$ cat src/rtl/usb_pkg.sv
// usb_pkg
//   Definitions shared by the USB receive path: receive-buffer geometry, the
//   receive-buffer state encoding and the 3-bit rx_packet PID encodings that
//   the RX controller and the receive buffer both use.
//   No ports (package only).
package usb_pkg;

    localparam int RXBUF_DEPTH  = 64;
    localparam int RXBUF_ADDR_W = 6;
    localparam int RXBUF_DATA_W = 8;
    localparam int RXBUF_HWM    = 48;

    // Receive buffer control state. The name of each state matches its occupancy band.
    typedef enum logic [1:0] {
        BUF_EMPTY  = 2'd0,
        BUF_ACTIVE = 2'd1,
        BUF_FULL   = 2'd2
    } buf_state_e;

    // rx_packet identifiers as decoded by the RX controller.
    typedef enum logic [2:0] {
        RX_PID_NONE  = 3'd0,
        RX_PID_OUT   = 3'd1,
        RX_PID_IN    = 3'd2,
        RX_PID_SETUP = 3'd3,
        RX_PID_DATA0 = 3'd4,
        RX_PID_DATA1 = 3'd5,
        RX_PID_ACK   = 3'd6,
        RX_PID_NAK   = 3'd7
    } rx_pid_e;

endpackage

$ cat src/rtl/usb_rxbuf_regfile.sv
// usb_rxbuf_regfile
//   DEPTH x DATA_W storage for the receive buffer. It has one synchronous
//   write port and one asynchronous read port. Every entry resets to zero,
//   so the read port shows 0 after reset.
//   Ports:
//     clk, n_rst       clock, asynchronous active-low reset
//     wr_en            write strobe
//     wr_addr/wr_data  write address and data
//     rd_addr          read address
//     rd_data          mem[rd_addr], combinational
module usb_rxbuf_regfile #(
    parameter int DEPTH  = 64,
    parameter int ADDR_W = 6,
    parameter int DATA_W = 8
) (
    input  logic              clk,
    input  logic              n_rst,
    input  logic              wr_en,
    input  logic [ADDR_W-1:0] wr_addr,
    input  logic [DATA_W-1:0] wr_data,
    input  logic [ADDR_W-1:0] rd_addr,
    output logic [DATA_W-1:0] rd_data
);

    logic [DATA_W-1:0] mem [DEPTH];

    always_ff @(posedge clk or negedge n_rst) begin
        if (!n_rst) begin
            for (int i = 0; i < DEPTH; i++) begin
                mem[i] <= '0;
            end
        end else if (wr_en) begin
            mem[wr_addr] <= wr_data;
        end
    end

    assign rd_data = mem[rd_addr];

endmodule

$ cat src/rtl/usb_rx_data_buffer.sv
// usb_rx_data_buffer
//   A 64-byte receive data FIFO that sits directly after the USB RX
//   controller. The head entry is shown ahead on rx_data. The occupancy
//   output feeds back to the RX controller. The overflow and underflow flags
//   are sticky and go to the status register.
//   Optional feature: define USB_RXBUF_HWM_EN to add the registered
//   high-watermark output buff_hwm and its HWM parameter.
//   Ports:
//     clk, n_rst       clock, asynchronous active-low reset
//     flush, clear     synchronous clear inputs, from the RX controller and from the host
//     store_rx_pd      write strobe, rx_packet_data  write byte
//     get_rx_data      pop strobe, rx_data  head entry
//     buff_ocp         occupancy 0..DEPTH
//     buff_empty/full  decoded from the registered control state
//     ovf_err/udf_err  sticky error flags
//     buff_state       control state, exported for observation
//     buff_hwm         (USB_RXBUF_HWM_EN only) registered occupancy >= HWM
//
//   Strobe semantics: neither side has back-pressure. Each cycle with
//   store_rx_pd high offers one byte, and each cycle with get_rx_data high
//   consumes the byte currently on rx_data. A byte offered while the buffer
//   is full is dropped and raises ovf_err. A pop while the buffer is empty is
//   ignored and raises udf_err. When flush or clear is high, both strobes are
//   ignored for that cycle.
module usb_rx_data_buffer
    import usb_pkg::*;
#(
    parameter int DEPTH  = RXBUF_DEPTH,
    parameter int ADDR_W = RXBUF_ADDR_W,
    parameter int DATA_W = RXBUF_DATA_W
`ifdef USB_RXBUF_HWM_EN
    ,
    parameter int HWM    = RXBUF_HWM
`endif
) (
    input  logic              clk,
    input  logic              n_rst,
    input  logic              flush,
    input  logic              clear,
    input  logic              store_rx_pd,
    input  logic [DATA_W-1:0] rx_packet_data,
    input  logic              get_rx_data,
    output logic [DATA_W-1:0] rx_data,
    output logic [ADDR_W:0]   buff_ocp,
    output logic              buff_empty,
    output logic              buff_full,
    output logic              ovf_err,
    output logic              udf_err,
`ifdef USB_RXBUF_HWM_EN
    output logic              buff_hwm,
`endif
    output buf_state_e        buff_state
);

    localparam int OCP_W = ADDR_W + 1;

    buf_state_e        state_q, state_d;
    logic [ADDR_W-1:0] wr_ptr_q, wr_ptr_d;
    logic [ADDR_W-1:0] rd_ptr_q, rd_ptr_d;
    logic [OCP_W-1:0]  ocp_q, ocp_d;
    logic              ovf_q, ovf_d;
    logic              udf_q, udf_d;
    logic              sclr;
    logic              do_wr, do_rd;

    assign sclr = flush | clear;

    // A pop is accepted whenever data is present. A write is accepted when
    // there is room, or when the buffer is full but a pop frees a slot in the
    // same cycle. An empty buffer never bypasses a write straight to the read side.
    assign do_rd = !sclr && get_rx_data && (state_q != BUF_EMPTY);
    assign do_wr = !sclr && store_rx_pd && ((state_q != BUF_FULL) || do_rd);

    always_comb begin
        wr_ptr_d = wr_ptr_q;
        rd_ptr_d = rd_ptr_q;
        ocp_d    = ocp_q;
        ovf_d    = ovf_q;
        udf_d    = udf_q;
        if (sclr) begin
            wr_ptr_d = '0;
            rd_ptr_d = '0;
            ocp_d    = '0;
            ovf_d    = 1'b0;
            udf_d    = 1'b0;
        end else begin
            if (do_wr) begin
                wr_ptr_d = wr_ptr_q + ADDR_W'(1);
            end
            if (do_rd) begin
                rd_ptr_d = rd_ptr_q + ADDR_W'(1);
            end
            ocp_d = ocp_q + OCP_W'(do_wr) - OCP_W'(do_rd);
            if (store_rx_pd && !do_wr) begin
                ovf_d = 1'b1;
            end
            if (get_rx_data && !do_rd) begin
                udf_d = 1'b1;
            end
        end
    end

    // The next state is derived from the next occupancy, so the state always
    // names the band that ocp_q is in.
    always_comb begin
        state_d = BUF_ACTIVE;
        if (ocp_d == '0) begin
            state_d = BUF_EMPTY;
        end else if (ocp_d == OCP_W'(DEPTH)) begin
            state_d = BUF_FULL;
        end
    end

    always_ff @(posedge clk or negedge n_rst) begin
        if (!n_rst) begin
            state_q  <= BUF_EMPTY;
            wr_ptr_q <= '0;
            rd_ptr_q <= '0;
            ocp_q    <= '0;
            ovf_q    <= 1'b0;
            udf_q    <= 1'b0;
        end else begin
            state_q  <= state_d;
            wr_ptr_q <= wr_ptr_d;
            rd_ptr_q <= rd_ptr_d;
            ocp_q    <= ocp_d;
            ovf_q    <= ovf_d;
            udf_q    <= udf_d;
        end
    end

`ifdef USB_RXBUF_HWM_EN
    logic hwm_q;

    // On flush or clear, ocp_d is zero, so this register clears as well.
    always_ff @(posedge clk or negedge n_rst) begin
        if (!n_rst) begin
            hwm_q <= 1'b0;
        end else begin
            hwm_q <= (ocp_d >= OCP_W'(HWM));
        end
    end

    assign buff_hwm = hwm_q;
`endif

    usb_rxbuf_regfile #(
        .DEPTH  (DEPTH),
        .ADDR_W (ADDR_W),
        .DATA_W (DATA_W)
    ) u_regfile (
        .clk     (clk),
        .n_rst   (n_rst),
        .wr_en   (do_wr),
        .wr_addr (wr_ptr_q),
        .wr_data (rx_packet_data),
        .rd_addr (rd_ptr_q),
        .rd_data (rx_data)
    );

    assign buff_ocp   = ocp_q;
    assign buff_empty = (state_q == BUF_EMPTY);
    assign buff_full  = (state_q == BUF_FULL);
    assign ovf_err    = ovf_q;
    assign udf_err    = udf_q;
    assign buff_state = state_q;

endmodule

$ cat config.mk
export PLATFORM = sky130hd
export DESIGN_NAME = usb_rx_data_buffer
export DESIGN_NICKNAME = d
export VERILOG_FILES = /design/src/rtl/usb_pkg.sv /design/src/rtl/usb_rxbuf_regfile.sv /design/src/rtl/usb_rx_data_buffer.sv
export SDC_FILE = /design/constraint.sdc
export NUM_CORES = 1
export LEC_CHECK = 0
export BUFFER_PORTS_ARGS = -buffer_cell sky130_fd_sc_hd__buf_4
export CAP_MARGIN = 40
export CORE_MARGIN = 10
export CORE_UTILIZATION = 40
export CTS_BUF_LIST = sky130_fd_sc_hd__clkbuf_2
export DETAILED_ROUTE_END_ITERATION = 6
export PLACE_DENSITY = 0.53
export SLEW_MARGIN = 30
export SYNTH_ARGS = -nofsm -noshare
export SYNTH_HDL_FRONTEND = slang
export SYNTH_SLANG_ARGS = --single-unit
$ cat constraint.sdc
create_clock -name clk -period 3.4 [get_ports clk]
set_input_delay 0.85 -clock clk [delete_from_list [all_inputs] [get_ports clk]]
set_output_delay 0.85 -clock clk [all_outputs]
set_load 0.02 [all_outputs]
Word-level counts from Yosys, hierarchy flattened
Cells that the tools add are included.
{"block": "op_classes", "reduce_logical": 18, "n_bitwise": 3, "eq_ne": 3, "muxes": 17, "n_addsub": 4, "magnitude_cmp": 3}
{"operator": "$bwmux W512", "n": 1}
{"operator": "$bmux W8 S6", "n": 1}
{"operator": "$demux W8 S6", "n": 1}
{"operator": "$mux W6", "n": 4}
{"operator": "$mux W8", "n": 3}
{"operator": "$ge A7 B7 Y1 const B", "n": 2}
{"operator": "$not A6 Y7", "n": 2}
{"operator": "$add A6 B1 Y6 const B", "n": 2}
{"operator": "$reduce_bool A2 Y1", "n": 5}
{"operator": "$add A7 B1 Y7", "n": 1}
{"operator": "$eq A7 B7 Y1 const B", "n": 1}
{"operator": "$logic_and A1 B1 Y1", "n": 7}
{"operator": "$logic_not A7 Y1", "n": 1}
{"operator": "$lt A7 B1 Y1 const B", "n": 1}
{"operator": "$mux W7", "n": 1}
{"operator": "$sub A7 B1 Y7", "n": 1}
{"operator": "$mux W1", "n": 4}
{"operator": "$mux W2", "n": 2}
{"operator": "$logic_not A1 Y1", "n": 3}
{"operator": "$eq A2 B2 Y1 const B", "n": 1}
{"operator": "$logic_not A2 Y1", "n": 1}
{"operator": "$ne A2 B2 Y1 const B", "n": 1}
{"operator": "$logic_or A1 B1 Y1", "n": 1}
{"operator": "$or A1 B1 Y1", "n": 1}
{"block": "totals", "ff_bits": 535, "in_bits": 14, "word_cells": 118}

Logic depth before layout (Yosys ltp)
Gate-level depths: netlist of the first run.
{"block": "depth", "word_depth": 12, "depth_mapped": 15}

Modules after synthesis
From an unflattened synthesis of the first run, not the netlist that was laid out.
{"block": "hier_totals", "hier_cells": 1622, "hier_area_um2": 24838.8}
{"mod": "usb_rxbuf_regfile", "instances": 1, "area_each_um2": 23596.4, "seq_area_each_um2": 12812.3, "cells_each": 1499}
{"mod": "usb_rx_data_buffer", "instances": 1, "area_each_um2": 1242.4, "seq_area_each_um2": 575.6, "cells_each": 123}

Worst setup path after synthesis of the first run
No wires, ideal clock.
{"block": "synth_path", "path_kind": "input-to-reg", "from": "in clear", "to": "reg state_q[1], in the netlist buff_state[1]", "setup_slack_ps": -372, "arrival_time_ps": 3647, "setup_time_ps": 125, "cell_stages": 15, "t_required_ps": 3275, "path_buffers": 3, "cell_sequence": "or2_2 -> clkbuf_1 -> clkbuf_1 -> clkbuf_1 -> nor2_1 -> ha_1 -> inv_1 -> ha_1 -> inv_1 -> fa_1 -> nor2b_1 -> o21ai_1 -> and3_1 -> o31a_1 -> a2111oi_0"}
{"block": "synth_via", "elab_chain_cells": 12, "elab_cells_between_ends": 14}
{"item": "start, declared", "line_no": "usb_rx_data_buffer.sv:39", "text": "input logic clear,"}
{"item": "$or A1 B1 Y1 (*)", "line_no": "usb_rx_data_buffer.sv:66", "text": "assign sclr = flush | clear;"}
{"item": "$logic_not A1 Y1", "line_no": "usb_rx_data_buffer.sv:71, usb_rx_data_buffer.sv:72"}
{"item": "$logic_and A1 B1 Y1 (2 in series)", "line_no": "usb_rx_data_buffer.sv:71", "text": "assign do_rd = !sclr && get_rx_data && (state_q != BUF_EMPTY);"}
{"item": "$logic_or A1 B1 Y1", "line_no": "usb_rx_data_buffer.sv:72", "text": "assign do_wr = !sclr && store_rx_pd && ((state_q != BUF_FULL) || do_rd);"}
{"item": "$logic_and A1 B1 Y1", "line_no": "usb_rx_data_buffer.sv:72"}
{"item": "$add A7 B1 Y7", "line_no": "usb_rx_data_buffer.sv:93", "text": "ocp_d = ocp_q + OCP_W'(do_wr) - OCP_W'(do_rd);"}
{"item": "$sub A7 B1 Y7", "line_no": "usb_rx_data_buffer.sv:93"}
{"item": "$mux W7 (*)", "line_no": "usb_rx_data_buffer.sv:80", "text": "if (sclr) begin"}
{"item": "$eq A7 B7 Y1", "line_no": "usb_rx_data_buffer.sv:109", "text": "end else if (ocp_d == OCP_W'(DEPTH)) begin"}
{"item": "$mux W2", "line_no": "usb_rx_data_buffer.sv:109"}
{"item": "$mux W2 (*)", "line_no": "usb_rx_data_buffer.sv:107", "text": "if (ocp_d == '0) begin"}
{"item": "named net state_d[1]", "line_no": "usb_rx_data_buffer.sv:57", "text": "buf_state_e state_q, state_d;"}
{"item": "end signal, assigned", "line_no": "usb_rx_data_buffer.sv:123", "text": "state_q <= state_d;"}
{"item": "end, declared", "line_no": "usb_rx_data_buffer.sv:57"}
Mark *: on every way through the listed nets, which the timed path passes. The rest lies on a longest branch.
A chain may end at the register's enable or synchronous reset.

Worst setup path in the final report of the first run
{"block": "layout_path", "from": "reg rd_ptr_q[0]", "to": "out rx_data[6]"}
{"block": "layout_via", "elab_chain_cells": 4}
{"item": "start, declared", "line_no": "usb_rx_data_buffer.sv:59", "text": "logic [ADDR_W-1:0] rd_ptr_q, rd_ptr_d;"}
{"item": "start signal, assigned", "line_no": "usb_rx_data_buffer.sv:125", "text": "rd_ptr_q <= rd_ptr_d;"}
{"item": "$not A6 Y7 (not written as such)", "line_no": "usb_rxbuf_regfile.sv:37", "text": "assign rd_data = mem[rd_addr];"}
{"item": "$bmux W8 S6", "line_no": "usb_rxbuf_regfile.sv:37"}
{"item": "$mux W8 (not written as such) (2 in series)", "line_no": "usb_rxbuf_regfile.sv:37"}
{"item": "end, declared", "line_no": "usb_rx_data_buffer.sv:43", "text": "output logic [DATA_W-1:0] rx_data,"}
No other way between the ends. The select of a mux whose other input is x is not followed.

==> results.sh, run 1 <==
export IMPL_yosysSeqAreaShare_pct=52.5
export IMPL_drc=0
export IMPL_grt_ovfl_total=0
export IMPL_synth_top_area_share_pct=52.5
export IMPL_synth_cell_types=56
export IMPL_final_area_sq_mm=0.0299
export IMPL_syn_avg_cell_area_sq_um=14.8
export IMPL_synth_edf_count=0
export IMPL_rsz0062_at_grt="true"
export IMPL_ys_seq_elements=535
export IMPL_dp_cells=2573
export IMPL_ys_flop_type="dfrtp_1"
export IMPL_min_period_ns=4.43
export IMPL_die_y_microns=272
export IMPL_r2r_setup_slack_ns=0.53
export IMPL_grt_start_max_net_pins=74
export IMPL_critPathMaxFanout=11
export IMPL_dpl_cell_area_sq_mm=0.0273
export IMPL_skew_ns=0.0741
export IMPL_grt_usage_pct=19.0
export IMPL_start_kind="flip-flop"
export IMPL_first_iter_violations=830
export IMPL_yosysTopAreaCell="dfrtp_1"
export IMPL_ios=35
export IMPL_grt_pass1_wl_microns=107000
export IMPL_power_density_mw_per_mm2=427
export IMPL_finalHoldViolations=0
export IMPL_viasPerCell=5.39
export IMPL_clk_pin_slew_ns=0.13
export IMPL_final_antenna_net_count=0
export IMPL_endpoint_kind="output port"
export IMPL_htree_num_levels=4
export IMPL_required_ns=2.55
export IMPL_place_gp_congestion=0.813
export IMPL_syn_to_final_growth_pct=17.3
export IMPL_setup_ws_ns=-1.03
export IMPL_ir_worst_vdd_mv=0.228
export IMPL_nets=1946
export IMPL_power_mw=12.8
export IMPL_cp_arrival_ns=3.58
export IMPL_numCtsBuffers=146
export IMPL_fmax_ghz=0.226
export IMPL_rows=92
export IMPL_drive_above_1_share_pct=56.7
export IMPL_wl_met1_microns=31200
export IMPL_syn_instance_count=1721
export IMPL_top_layer_used="met5"
export IMPL_dr_wl_met3_microns=3180
export IMPL_route_vias_total=15423
export IMPL_placement_io_buffers=34
export IMPL_yosys_warnings=0
export IMPL_root_buffer="clkbuf_2"
export IMPL_postSynth_asyncResetShare_pct=100
export IMPL_final_cells=2863
export IMPL_worst_slew_pin_slew_ns=0.870
export IMPL_hold_path_class="input port to flip-flop"
export IMPL_start_util_pct=40.4
export IMPL_dp_hpwl_microns=42000
export IMPL_cts_sinks=535
export IMPL_insertion_delay_ns=1.30
export IMPL_finalMaxSlewViolations=0
export IMPL_clockBufferDepth=3
export IMPL_wl_met2_microns=33300
export IMPL_worst_setup_path_type="flip-flop to output port"
export IMPL_die_w_microns=272
export IMPL_antenna_found_initial=1
export IMPL_netlist_top_cells_area="dfrtp_1 53%, mux2_2 16%, mux4_2 8.6%"
export IMPL_layout_common_cells="533 x dfrtp_1, 371 x mux2_2, 213 x clkbuf_2"
export IMPL_period_share_pct=130
export IMPL_p_leak_nw=14.1
export IMPL_drv_cap=0
export IMPL_die_area_sq_mm=0.0742
export IMPL_coreArea_sq_mm=0.0631
export IMPL_setup_viol=8
export IMPL_cts_tree="done"
export IMPL_grt_pass1_vias=16882
export IMPL_totalWireLength_microns=69300
export IMPL_violations="negative setup slack"
export IMPL_dp_slack_ns=-0.166
export IMPL_layout_commonest_cell="dfrtp_1"
export IMPL_synth_area_sq_mm=0.0255
export IMPL_status="finished, violations left"
export IMPL_slew_headroom_pct=42.0
export IMPL_synthesis_nets=1745
export IMPL_drt_pass1_iterations=5
export IMPL_wl_per_cell_microns=24.2
[logic make-up after synthesis]
kind of cell / count (synthesis) / share of synthesized area (%)
AND/OR/NAND/NOR: 230 / 5.15
flip-flops: 535 / 52.5
buffers and inverters: 143 / 2.45
adder cells (fa/ha/maj): 10 / 0.520
AO/OA/AOI/OAI: 113 / 3.17
multiplexers: 679 / 35.8
XOR/XNOR: 11 / 0.378
[state kept, by name, summed over array words and instances (netlist names)]
| signal | count |
|---|---|
| u_regfile.mem | 512 |
| buff_ocp | 7 |
| rd_ptr_q | 6 |
| wr_ptr_q | 6 |
| buff_state | 2 |
| ovf_err | 1 |
| udf_err | 1 |
[metal layers]
| metal | track usage (%) | vias to the layer above |
|---|---|---|
| met5 | 1.25 | - |
| met4 | 6.65 | 2 |
| met3 | 4.89 | 106 |
| met2 | 30.5 | 324 |
| met1 | 24.6 | 8170 |
| li1 | - | 6821 |
[timing repair]
| item | 4_1_cts | 5_1_grt |
|---|---|---|
| gates cloned | 5 | 1 |
| buffers inserted | 14 | 10 |
| gates resized for setup | 84 | 42 |
| pin swaps | 30 | 18 |
| endpoints found under the hold margin | 422 | 33 |
| hold buffers | 10 | 4 |
| setup endpoints to repair | 8 | 8 |
[cell type report]
| type | count | area, sq um |
|---|---|---|
| diodes | 1 | 2.50 |
| clock buffers | 213 | 1070 |
| clock inverters | 29 | 253 |
| fillers | 5668 | 33200 |
| inverters | 14 | 52.6 |
| multi-input cells | 1043 | 12100 |
| flip-flops and latches | 535 | 13400 |
| well taps | 846 | 1060 |
| repair buffers | 182 | 1990 |
[final timing paths]
| path | startpoint | cells past startpoint | end |
|---|---|---|---|
| min | rx_packet_data[6] | 2 | u_regfile.mem[22] |
| min reg2reg | u_regfile.mem[384] | 1 | u_regfile.mem[384] |
| max | rd_ptr_q[0] | 8 | rx_data[6] |
| max in group asynchronous | n_rst | 4 | u_regfile.mem[42] |
| max reg2reg | buff_state[1] | 12 | buff_state[1] |
| min in group asynchronous | n_rst | 3 | u_regfile.mem[184] |
[per-stage QoR]
step	TNS [ns]	utilization (%)	hold slack [ns]
floorplan	-0.0996	-	0.453
global placement	-0.397	43.3	0.467
detailed placement	-0.361	43.3	0.479
CTS	-10.18	46.7	0.0742
global route	-9.92	47.4	0.187
finish	-7.94	47.4	0.294
[synth_stat cells, drive strengths merged, types with 4 or more instances]
library cell	number
nor3b	7
inv	14
o22a	7
ha	9
nor2	98
a41oi	7
mux2i	70
o21ai	7
buf	43
a21oi	17
nor3	10
a31oi	8
mux2	512
or3	5
and3	4
dfrtp	535
nand3b	8
xnor2	4
and2	4
mux4	97
a21o	8
nand3	14
clkbuf	86
a2111oi	8
o221ai	9
o22ai	22
xor2	7
a211o	8
nor2b	5
nand2	63
a22o	5
or3b	4
[where the power goes]
group | total [mW] | internal (mW) | switching, mW | leakage (nW)
clock | 4.73 | 2.03 | 2.70 | 1.00
sequential | 6.51 | 6.45 | 0.0631 | 7.44
combinational | 1.53 | 0.674 | 0.853 | 5.61
[worst max-delay path, cell delays in order, from the launching register on]
cell and delay [ns]:
dfrtp_4 0.52, buf_4 0.19, buf_16 0.16, buf_4 0.14, mux4_2 0.46, a22o_1 0.28, a211oi_2 0.26, o32ai_4 0.16
buf_6 0.16
(Power assumes the default switching activity.)
==> run 2: changes to the inputs <==
--- a/config.mk
+++ b/config.mk
@@ -5,8 +5,9 @@
 export SDC_FILE = /design/constraint.sdc
 export NUM_CORES = 1
 export LEC_CHECK = 0
+export ABC_AREA = 1
 export BUFFER_PORTS_ARGS = -buffer_cell sky130_fd_sc_hd__buf_4
-export CAP_MARGIN = 40
+export CAP_MARGIN = 25
 export CORE_MARGIN = 10
 export CORE_UTILIZATION = 40
 export CTS_BUF_LIST = sky130_fd_sc_hd__clkbuf_2
==> results.sh, run 2 <==
export IMPL_status="finished, violations left"
export IMPL_violations="negative setup slack"
export IMPL_p_leak_nw=14.2
export IMPL_antenna_found_initial=5
export IMPL_viasPerCell=5.18
export IMPL_grt_start_max_net_pins=124
export IMPL_required_ns=2.55
export IMPL_yosys_warnings=0
export IMPL_insertion_delay_ns=1.34
export IMPL_die_y_microns=275
export IMPL_rows=93
export IMPL_dp_hpwl_microns=48200
export IMPL_synthesis_nets=3340
export IMPL_yosysTopAreaCell="dfrtp_1"
export IMPL_final_area_sq_mm=0.0301
export IMPL_drc=0
export IMPL_holdWs_ns=0.199
export IMPL_layout_commonest_cell="nand2_1"
export IMPL_worst_slew_pin_slew_ns=0.940
export IMPL_synth_top_area_share_pct=51.7
export IMPL_largest_reg_flops=512
export IMPL_dpl_cell_area_sq_mm=0.0273
export IMPL_postSynth_asyncResetShare_pct=100
export IMPL_clockBufferDepth=3
export IMPL_first_iter_violations=1897
export IMPL_cts_sinks=535
export IMPL_grt_usage_pct=22.5
export IMPL_r2r_setup_slack_ns=0.87
export IMPL_top_register="u_regfile.mem"
export IMPL_drv_cap=0
export IMPL_slew_headroom_pct=37.2
export IMPL_synth_edf_count=0
export IMPL_grt_pass1_vias=22314
export IMPL_syn_avg_cell_area_sq_um=7.82
export IMPL_hold_path_class="input port to asynchronous set/reset pin"
export IMPL_final_antenna_net_count=0
export IMPL_setup_ws_ns=-0.787
export IMPL_final_core_util_pct=46.7
export IMPL_power_density_mw_per_mm2=441
export IMPL_ys_flop_type="dfrtp_1"
export IMPL_yosysSeqAreaShare_pct=51.7
export IMPL_grt_ovfl_total=0
export IMPL_die_w_microns=275
export IMPL_placement_io_buffers=34
export IMPL_totalWireLength_microns=83500
export IMPL_grt_pass1_wl_microns=131000
export IMPL_syn_instance_count=3316
export IMPL_finalHoldViolations=0
export IMPL_drt_pass1_iterations=5
export IMPL_setup_viol=8
export IMPL_ios=35
export IMPL_skew_ns=0.0506
export IMPL_synth_cell_types=35
export IMPL_wl_per_cell_microns=19.0
export IMPL_worst_setup_path_type="flip-flop to output port"
export IMPL_synth_area_sq_mm=0.0259
export IMPL_finalMaxSlewViolations=0
export IMPL_synthMuxAreaShare_pct=0
export IMPL_place_gp_congestion=0.839
export IMPL_synthSimpleGateAreaFrac_pct=27.8
export IMPL_htree_num_levels=4
export IMPL_endpoint_kind="output port"
export IMPL_netlist_top_cells_area="dfrtp_1 52%, nand2_1 18%, o21ai_0 6.8%"
export IMPL_rsz0062_at_grt="true"
export IMPL_synth_xor_area_share_pct=0.0338
export IMPL_synth_common_cells="1257 x nand2_1, 535 x dfrtp_1, 354 x o21ai_0, 295 x nand3_1, 203 x inv_1"
export IMPL_critPathMaxFanout=16
export IMPL_root_buffer="clkbuf_2"
export IMPL_nets=3452
export IMPL_die_area_sq_mm=0.0754
export IMPL_synthAdderAreaFrac_pct=0.512
export IMPL_fmax_ghz=0.239
export IMPL_numCtsBuffers=148
export IMPL_coreArea_sq_mm=0.0643
export IMPL_min_period_ns=4.19
export IMPL_synth_compound_area_share_pct=12.9
export IMPL_period_share_pct=123
export IMPL_cp_arrival_ns=3.34
export IMPL_yosysMostFrequentCell="nand2_1"
export IMPL_start_util_pct=40.3
export IMPL_drive_above_1_share_pct=18.2
export IMPL_clk_pin_slew_ns=0.10
export IMPL_route_vias_total=22751
export IMPL_tns_ns=-6.04
export IMPL_synth_top_family_by_area="simple AND/OR/NAND/NOR gates"
export IMPL_cts_tree="done"
export IMPL_ir_worst_vdd_mv=0.258
export IMPL_start_kind="flip-flop"
export IMPL_syn_to_final_growth_pct=16.0
export IMPL_ys_seq_elements=535
export IMPL_layout_common_cells="1223 x nand2_1, 533 x dfrtp_1, 352 x o21ai_0"
## run 2: final timing paths
check,cells past startpoint,endpoint,startpoint
min,3,u_regfile.mem[399],n_rst
max reg2reg,18,buff_state[1],buff_state[1]
max in group asynchronous,3,u_regfile.mem[263],n_rst
max,10,rx_data[5],rd_ptr_q[0]
min reg2reg,2,u_regfile.mem[55],u_regfile.mem[55]
min in group clk,2,u_regfile.mem[55],u_regfile.mem[55]
## run 2: stage by stage
| stage | total power, mW | std cells | setup WS, ns |
|---|---|---|---|
| 2_1_floorplan | 7.50 | 3316 | 0.464 |
| 3_3_place_gp | 8.29 | 4080 | 0.191 |
| 3_5_place_dp | 8.29 | 4080 | 0.233 |
| 4_1_cts | 13.4 | 4390 | -0.888 |
| 5_1_grt | 14.0 | 4394 | -1.01 |
| 6_report | 13.3 | 4394 | -0.787 |
## run 2: logic make-up after synthesis
kind of cell             after synthesis
AO/OA/AOI/OAI                        605
XOR/XNOR                               1
adder cells (fa/ha/maj)               10
buffers and inverters                438
flip-flops                           535
AND/OR/NAND/NOR                     1727
## run 2: power breakdown
group / leakage, nW / total, mW / switching (mW) / internal (mW)
Clock: 1.03 / 4.75 / 2.80 / 1.94
Combinational: 5.74 / 1.97 / 1.29 / 0.682
Sequential: 7.45 / 6.54 / 0.0773 / 6.46
## run 2: what timing repair did
action	CTS	global route
setup buffers	24	0
gates cloned	12	0
pin swaps	41	2
hold buffers	17	0
endpoints found under the setup margin	8	8
resized for setup	171	8
endpoints found under the hold margin	755	0
## run 2: per-layer routing
metal	wire, microns	up-vias	GRT usage [%]	share of wire [%]
met1	37600	10905	30.0	45
met5	25	-	0	0.030
li1	-	10924	-	-
met2	36600	745	33.6	44
met4	2520	4	8.59	3.0
met3	6780	173	7.22	8.1
## run 2: area by class of cell
type                    count  area [sq um]
diodes                      4          10.0
clock buffers             218          1090
clock inverters            39           251
fillers                  6441         34300
inverters                 218           846
multi-input cells        2343         11200
flip-flops and latches    535         13400
well taps                 855          1070
repair buffers            180          2230
repair inverters            2          17.5
## run 2: worst max-delay path, cell delays in order (launching register included)
cell	delay, ns
dfrtp_4	0.51
buf_12	0.18
buf_16	0.16
buf_12	0.15
o211ai_1	0.16
nand3_1	0.19
nand3_2	0.17
nand2_2	0.08
nand3_1	0.10
nand2_2	0.14
buf_6	0.16
